--- src/rtl/serial_subtractor_nbits_pkg.sv ---
// serial_subtractor_nbits_pkg: FSM state encoding and counter width helper for the serial subtractor
package serial_subtractor_nbits_pkg;
  typedef enum logic [1:0] {IDLE = 2'd0, CALC = 2'd1, DONE = 2'd2} state_t;
  function automatic int cnt_width(input int size);
    return (size < 2) ? 1 : $clog2(size);
  endfunction
endpackage

--- src/rtl/serial_subtractor_nbits_if.sv ---
// serial_subtractor_nbits_if: operand/result valid-ready bundle
// master: producer/consumer side (drives in_valid, a, b, bin, out_ready)
// slave: subtractor side (drives in_ready, out_valid, diff, bout, ovf)
interface serial_subtractor_nbits_if #(parameter int SIZE = 4);
  logic            in_valid;
  logic            in_ready;
  logic [SIZE-1:0] a;
  logic [SIZE-1:0] b;
  logic            bin;
  logic            out_valid;
  logic            out_ready;
  logic [SIZE-1:0] diff;
  logic            bout;
  logic            ovf;
  modport master (output in_valid, a, b, bin, out_ready, input in_ready, out_valid, diff, bout, ovf);
  modport slave (input in_valid, a, b, bin, out_ready, output in_ready, out_valid, diff, bout, ovf);
endinterface

--- src/rtl/serial_subtractor_nbits_cell.sv ---
// fullsubtractor_1bit_in_nor: NOR-only 1-bit full subtractor
// ports: a, b, bin in; diff = a^b^bin, bout = (~a&b) | (~(a^b)&bin) out
module fullsubtractor_1bit_in_nor (
  input  logic a,
  input  logic b,
  input  logic bin,
  output logic diff,
  output logic bout
);
  logic n1, n2, n3, x1, m1, m2, m3, nx1, nbin, p, q;
  // x1 = xnor(a, b); n2 = ~a & b
  assign n1 = ~(a | b);
  assign n2 = ~(a | n1);
  assign n3 = ~(b | n1);
  assign x1 = ~(n2 | n3);
  // xnor(xnor(a, b), bin) = a ^ b ^ bin
  assign m1 = ~(x1 | bin);
  assign m2 = ~(x1 | m1);
  assign m3 = ~(bin | m1);
  assign diff = ~(m2 | m3);
  // p = x1 & bin
  assign nx1 = ~(x1 | x1);
  assign nbin = ~(bin | bin);
  assign p = ~(nx1 | nbin);
  assign q = ~(n2 | p);
  assign bout = ~(q | q);
endmodule

--- src/rtl/serial_subtractor_nbits.sv ---
// serial_subtractor_nbits: bit-serial a - b - bin, LSB first, one NOR cell plus registered borrow
// ports: clk, rst_n (async active-low), bus (slave modport: operand and result handshakes)
module serial_subtractor_nbits
  import serial_subtractor_nbits_pkg::*;
#(
  parameter int SIZE = 4
) (
  input  logic clk,
  input  logic rst_n,
  serial_subtractor_nbits_if.slave bus
);
  localparam int CW = cnt_width(SIZE);
  state_t          state, next;
  logic [CW-1:0]   cnt;
  logic [SIZE-1:0] sa, sb, sd;
  logic            br, bo, ov, am, bm, d, nb, last;
  fullsubtractor_1bit_in_nor u_cell (.a(sa[0]), .b(sb[0]), .bin(br), .diff(d), .bout(nb));
  assign last = cnt == CW'(SIZE - 1);
  assign bus.in_ready = state == IDLE;
  assign bus.out_valid = state == DONE;
  assign bus.diff = sd;
  assign bus.bout = bo;
  assign bus.ovf = ov;
  always_ff @(posedge clk or negedge rst_n)
    if (!rst_n) state <= IDLE;
    else state <= next;
  always_comb begin
    next = IDLE;
    next = (state == IDLE) ? (bus.in_valid ? CALC : IDLE) :
           (state == CALC) ? (last ? DONE : CALC) :
           (state == DONE) ? (bus.out_ready ? IDLE : DONE) : IDLE;
  end
  always_ff @(posedge clk or negedge rst_n)
    if (!rst_n) begin
      cnt <= '0;
      sa <= '0;
      sb <= '0;
      sd <= '0;
      br <= 1'b0;
      bo <= 1'b0;
      ov <= 1'b0;
      am <= 1'b0;
      bm <= 1'b0;
    end else if (state == IDLE && bus.in_valid) begin
      sa <= bus.a;
      sb <= bus.b;
      br <= bus.bin;
      cnt <= '0;
      am <= bus.a[SIZE-1];
      bm <= bus.b[SIZE-1];
    end else if (state == CALC) begin
      sa <= sa >> 1;
      sb <= sb >> 1;
      sd <= {d, sd[SIZE-1:1]};
      br <= nb;
      cnt <= cnt + 1'b1;
      if (last) begin
        bo <= nb;
        // d is the final (MSB) difference bit here
        ov <= (am != bm) && (d != am);
      end
    end
endmodule
--- src/flat_wrapper.sv ---
// flat-port wrapper written by rule: the top's interface ports become plain ports
module serial_subtractor_nbits_flat import serial_subtractor_nbits_pkg::*;
#(
  parameter int SIZE = 4
)
  (clk, rst_n, bus_in_valid, bus_a, bus_b, bus_bin, bus_out_ready, bus_in_ready, bus_out_valid, bus_diff, bus_bout, bus_ovf);
  serial_subtractor_nbits_if #(.SIZE(SIZE)) bus_i ();
  input  logic clk;
  input  logic rst_n;
  input wire logic [$bits(bus_i.in_valid)-1:0] bus_in_valid;
  input wire logic [$bits(bus_i.a)-1:0] bus_a;
  input wire logic [$bits(bus_i.b)-1:0] bus_b;
  input wire logic [$bits(bus_i.bin)-1:0] bus_bin;
  input wire logic [$bits(bus_i.out_ready)-1:0] bus_out_ready;
  output wire logic [$bits(bus_i.in_ready)-1:0] bus_in_ready;
  output wire logic [$bits(bus_i.out_valid)-1:0] bus_out_valid;
  output wire logic [$bits(bus_i.diff)-1:0] bus_diff;
  output wire logic [$bits(bus_i.bout)-1:0] bus_bout;
  output wire logic [$bits(bus_i.ovf)-1:0] bus_ovf;
  assign bus_i.in_valid = bus_in_valid;
  assign bus_i.a = bus_a;
  assign bus_i.b = bus_b;
  assign bus_i.bin = bus_bin;
  assign bus_i.out_ready = bus_out_ready;
  assign bus_in_ready = bus_i.in_ready;
  assign bus_out_valid = bus_i.out_valid;
  assign bus_diff = bus_i.diff;
  assign bus_bout = bus_i.bout;
  assign bus_ovf = bus_i.ovf;
  serial_subtractor_nbits #(.SIZE(SIZE)) u_core (.clk(clk), .rst_n(rst_n), .bus(bus_i));
endmodule
--- config.mk ---
export PLATFORM = sky130hd
export DESIGN_NAME = serial_subtractor_nbits_flat
export DESIGN_NICKNAME = d
export VERILOG_FILES = /design/src/rtl/serial_subtractor_nbits_pkg.sv /design/src/rtl/serial_subtractor_nbits_if.sv /design/src/rtl/serial_subtractor_nbits_cell.sv /design/src/rtl/serial_subtractor_nbits.sv /design/src/flat_wrapper.sv
export SDC_FILE = /design/constraint.sdc
export NUM_CORES = 1
export LEC_CHECK = 0
export ABC_AREA = 0
export CAP_MARGIN = 20
export CELL_PAD_IN_SITES_DETAIL_PLACEMENT = 1
export CELL_PAD_IN_SITES_GLOBAL_PLACEMENT = 1
export CORE_UTILIZATION = 40
export DETAILED_ROUTE_END_ITERATION = 8
export HOLD_SLACK_MARGIN = 0.05
export PLACE_DENSITY_LB_ADDON = 0.1
export SYNTH_ARGS = -nofsm -noshare
export SYNTH_HDL_FRONTEND = slang
export SYNTH_SLANG_ARGS = --single-unit
--- constraint.sdc ---
create_clock -name clk -period 3.4 [get_ports clk]
set_input_delay 0.34 -clock clk [delete_from_list [all_inputs] [get_ports clk]]
set_output_delay 0.34 -clock clk [all_outputs]
set_load 0.01 [all_outputs]
-- Word level (Yosys, flattened, before mapping)
Cells that the tools add are included.
- register bits after elaboration: 21
- input bits: 13
- logic and storage cells: 57
- add/sub/neg operators: 1
- equal/unequal tests: 5
- multiplexer cells: 14
- bitwise operators: 21
- reduce and logical (&&, ||, !) cells: 6
- operators by type and width (operator ; count):
    two-way mux 4 bit ; 4
    two-way mux 2 bit ; 7
    inverter 1 bit ; 11
    OR 1 bit ; 10
    equality test 2 bit (second input constant) ; 2
    two-way mux 1 bit ; 3
    AND reduction 3 bit ; 1
    adder 2 x 1 -> 2 bit (second input constant) ; 1
    equality test 2 x 1 -> 1 bit (second input constant) ; 1
    logical AND 1 bit ; 2
    logical NOT 2 bit ; 1
    != test 1 bit ; 2
    AND reduction 2 bit ; 1
    nonzero test 2 bit ; 1

-- Longest topological paths before layout
- depth in word-level cells: 14
- gate-level depth with buffers: 5
- gate-level depth less buffers: 5

-- Modules after synthesis
From an unflattened synthesis, not the netlist that was laid out.
- cells, all modules: 86
- area total of the unflattened synthesis: 973.4 µm²
- modules (own cells, without submodules) (module ; times used ; cells each ; area an instance (µm²)):
    serial_subtractor_nbits ; 1 ; 83 ; 945.9
    fullsubtractor_1bit_in_nor ; 1 ; 3 ; 27.5

-- Worst setup path after synthesis
No wires, ideal clock.
- kind: reg-to-reg
- from: register u_core.sa[0]
- to: register u_core.ov, in the netlist u_core.bus.ovf
- library setup time: 0.125 ns
- arrival time: 1.254 ns
- data required time: 3.275 ns
- setup slack: 2.021 ns
- cell stages (with the launch flop): 5
- path buffers: 0
- cells stage by stage: dfrtp_1 -> inv_1 -> fa_1 -> o22ai_1 -> mux2_2
- longest elaborated chain between the ends: 14
- elaborated cells on any way between the ends: 18
- ends and longest elaborated chain (element ; line ; text):
    start, declared ; serial_subtractor_nbits.sv:15 ; logic [SIZE-1:0] sa, sb, sd;
    start signal, assigned ; serial_subtractor_nbits.sv:45 ; sa <= bus.a;
    start signal, assigned ; serial_subtractor_nbits.sv:52 ; sa <= sa >> 1;
    OR 1 bit ; serial_subtractor_nbits_cell.sv:12 ; assign n1 = ~(a | b);
    inverter 1 bit ; serial_subtractor_nbits_cell.sv:12 ;
    OR 1 bit (on tied branches) ; serial_subtractor_nbits_cell.sv:13, serial_subtractor_nbits_cell.sv:14 ;
    inverter 1 bit (on tied branches) ; serial_subtractor_nbits_cell.sv:13, serial_subtractor_nbits_cell.sv:14 ;
    OR 1 bit * ; serial_subtractor_nbits_cell.sv:15 ; assign x1 = ~(n2 | n3);
    inverter 1 bit * ; serial_subtractor_nbits_cell.sv:15 ;
    OR 1 bit ; serial_subtractor_nbits_cell.sv:17 ; assign m1 = ~(x1 | bin);
    inverter 1 bit ; serial_subtractor_nbits_cell.sv:17 ;
    OR 1 bit (on tied branches) ; serial_subtractor_nbits_cell.sv:18, serial_subtractor_nbits_cell.sv:19 ;
    inverter 1 bit (on tied branches) ; serial_subtractor_nbits_cell.sv:18, serial_subtractor_nbits_cell.sv:19 ;
    OR 1 bit * ; serial_subtractor_nbits_cell.sv:20 ; assign diff = ~(m2 | m3);
    inverter 1 bit * ; serial_subtractor_nbits_cell.sv:20 ;
    != test 1 bit * ; serial_subtractor_nbits.sv:60 ; ov <= (am != bm) && (d != am);
    logical AND 1 bit * ; serial_subtractor_nbits.sv:60 ;
    end signal, assigned ; serial_subtractor_nbits.sv:60 ;
    end, declared ; serial_subtractor_nbits.sv:16 ; logic br, bo, ov, am, bm, d, nb, last;
Mark *: on every way between the ends. The rest lies on a longest branch, timed or not.
A chain may end at the register's enable or synchronous reset.

-- Worst setup path in the final report
- from: register u_core.state[1]
- to: output bus_out_valid
- longest elaborated chain between the ends: 1
- ends and longest elaborated chain (element ; line ; text):
    start, declared ; serial_subtractor_nbits.sv:13 ; state_t state, next;
    start signal, assigned ; serial_subtractor_nbits.sv:26 ; else state <= next;
    equality test 2 bit ; serial_subtractor_nbits.sv:20 ; assign bus.out_valid = state == DONE;
    end, declared ; flat_wrapper.sv:16 ; output wire logic [$bits(bus_i.out_valid)-1:0] bus_out_valid;
Every way passes these cells.

==> impl_metrics.ini <==
[die]
placementRows = 17
die_x_um = 50.53
core_mm2 = 0.002212
ioPinCount = 21
dieArea_mm2 = 0.002553
start_util = 0.4259
die_h_um = 50.53

[placement]
place_inst = 134
dpl.hpwl_um = 1451
dpl-instance-area_mm2 = 0.001161
dp_worst_setup_slack_ps = 1290
port_buffers = 20
gp_congestion = 0.6734

[cts]
clock_sinks = 21
cts.htree.levels = 1
cts_resized = 0
clkLatencyLatePin_ps = 310
cts_tree = done
path_clk_slew_ps = 120
cts_setup_buffers = 0
cts_root_buf = clkbuf_4
cts_buffers = 3
cts_buffer_depth = 2
postCtsHoldBufs = 0

[worst_setup_path]
crit_required_ps = 3060
cp_max_fo = 16
cp-end-kind = output pin
crit_path_start_kind = flop
critPathKind = flop to output pin
arrival_ps = 1800

[timing]
min_period_ps = 2141
fmax_mhz = 467.0
hold_viol_final = 0
worstMarginPinSlew_ps = 942.8
setup-tns-final_ps = 0
slew_headroom = 0.3695
fin_ws_ps = 1259
rsz0062_at_grt = false
finalSetupViolations = 0
fin_skew_ps = 5.615
finalCritPeriodShare = 0.6298
drv_slew = 0

[global_routing]
antenna_found_initial = 0
grt-ovfl-total = 0
grt_usage = 0.1782
grt_pass1_vias = 715
grt_first_pass_wirelength_um = 3325
grt_max_degree = 22

[logic_synthesis]
async_reset_ff_frac = 1.000
synthesis.area_um2 = 942.2
ys_types = 21
synth.ff_latch_count = 21
syn_inst = 89
synth_common_cells = nand2_1, dfrtp_1, o21ai_0, a22oi_1, nor2b_1
synth.most_common_cell = nand2_1
synth_largest_area_cell = dfrtp_1
synth_edf_count = 0
yosys_warnings = 0
yosys.area.top_type_share = 0.5578
synth_nets = 104
netlist_top_cells_area = dfrtp_1, nand2_1, o21ai_0, a22oi_1, nor2b_1
ys_seq_area_frac = 0.5578
ys.flop_type = dfrtp_1
avgSynthCellArea_um2 = 10.59

[power_and_ir_drop]
power_w = 0.001019
vdd_drop_max_mv = 0.3544
p_int_w = 0.0006355
power.leakage_nw = 0.5202
pwr-share-clk = 0.119
seq_power_share = 0.460
swShare = 0.3760
p_per_area_mw_per_mm2 = 856.9
p_sw_w = 0.0003830
p_comb_frac = 0.421

[layout]
area_growth_pct = 26.16
fin_cells = 138
drive_gt1_frac = 0.1000
antenna_cells = 0
fin_area_mm2 = 0.001189
nets = 126

[routing]
post_drt_wl_per_cell_um = 14.14
drc = 0
dr.pass1.iters = 4
routed_via_density = 5.232
initialDrtViolationCount = 12
wl_um = 1952
num_vias = 722
final_antenna_net_count = 0

[outcome]
outcome = finished clean

[hold_path]
hold_class = flop to flop

[run]
maxCapViolations = 0
==> power groups by stage <==
| stage | combinational, W | clock (W) | sequential, W |
|---|---|---|---|
| floorplan | 0.000287 | 0 | 0.000445 |
| global placement | 0.000421 | 0 | 0.000468 |
| detailed placement | 0.000436 | 0 | 0.000477 |
| CTS | 0.000439 | 0.000127 | 0.000470 |
| global route | 0.000485 | 0.000134 | 0.000489 |
| finish | 0.000429 | 0.000121 | 0.000469 |
==> flip-flops by register name (all words and copies together), names as in the netlist <==
name / flops
u_core.bm: 1
u_core.cnt: 2
u_core.bus.ovf: 1
u_core.am: 1
u_core.sb: 4
u_core.bus.diff: 4
u_core.br: 1
u_core.state: 2
u_core.sa: 4
u_core.bus.bout: 1
==> final cells by class <==
class                   count  area (um^2)
multi-input cells          64        396.6
flip-flops and latches     21        525.5
inverters                   1        3.754
clock inverters             1        5.005
well taps                  28        35.03
repair buffers             20        200.2
fillers                   264         1023
clock buffers               3        22.52
==> layer usage <==
metal | vias to the layer above | routed length [um] | track usage | share of wire
li1 | 345 | - | - | -
met4 | 0 | 24 | 0.05556 | 0.012
met5 | - | 0 | 0 | 0
met1 | 353 | 898 | 0.2309 | 0.46
met3 | 2 | 64 | 0.02727 | 0.033
met2 | 22 | 964 | 0.3044 | 0.49
==> logic make-up (layout without fill, tap and decap cells) <==
logic type / Yosys count / count (layout) / synth area share
AOI/OAI and AO/OA: 24 / 24 / 0.1580
adders and majority gates: 2 / 2 / 0.03453
buffers and inverters: 4 / 25 / 0.02124
DFF: 21 / 21 / 0.5578
muxes: 4 / 4 / 0.05578
and+or+nand+nor: 34 / 34 / 0.1726
==> critical path: stages, from the launching register on <==
cell	delay [ps]
dfrtp_1	680
nor2b_1	250
clkdlybuf4s50_1	560
==> path summary, 6_finish.rpt <==
path,start,to,slack (ps),cells after the start
hold / removal,u_core.bus.diff[0],u_core.bus.diff[0],500,2
max in group asynchronous,rst_n,u_core.br,2280,1
setup reg to reg,u_core.state[0],u_core.bm,1570,3
hold reg to reg,u_core.bus.diff[0],u_core.bus.diff[0],500,2
setup / recovery,u_core.state[1],bus_out_valid,1260,2
min in group asynchronous,rst_n,u_core.cnt[1],550,1
==> per-stage QoR <==
step / hold WS [ps] / util
2_1_floorplan: 44.41 / -
3_5_place_dp: 476.6 / 0.5249
3_3_place_gp: 458.7 / 0.5249
5_1_grt: 520.9 / 0.5373
4_1_cts: 505.0 / 0.5373
6_report: 499.4 / 0.5373
==> placed cells by master (no fill, tap or decap) <==
| cell | n |
|---|---|
| nand2b_1 | 3 |
| o21bai_2 | 1 |
| o21ai_0 | 11 |
| nor2b_4 | 1 |
| inv_1 | 1 |
| dfrtp_1 | 21 |
| nand2_1 | 23 |
| nor2_1 | 1 |
| and2b_2 | 1 |
| mux2_4 | 2 |
| mux2_2 | 2 |
| clkdlybuf4s50_1 | 20 |
| fa_1 | 1 |
| nor2b_1 | 5 |
| a21oi_1 | 3 |
| a22oi_1 | 7 |
| o22ai_1 | 1 |
| ha_1 | 1 |
| a22o_1 | 1 |
| clkbuf_4 | 3 |
| clkinv_2 | 1 |
Power figures use the tool's default switching activity.
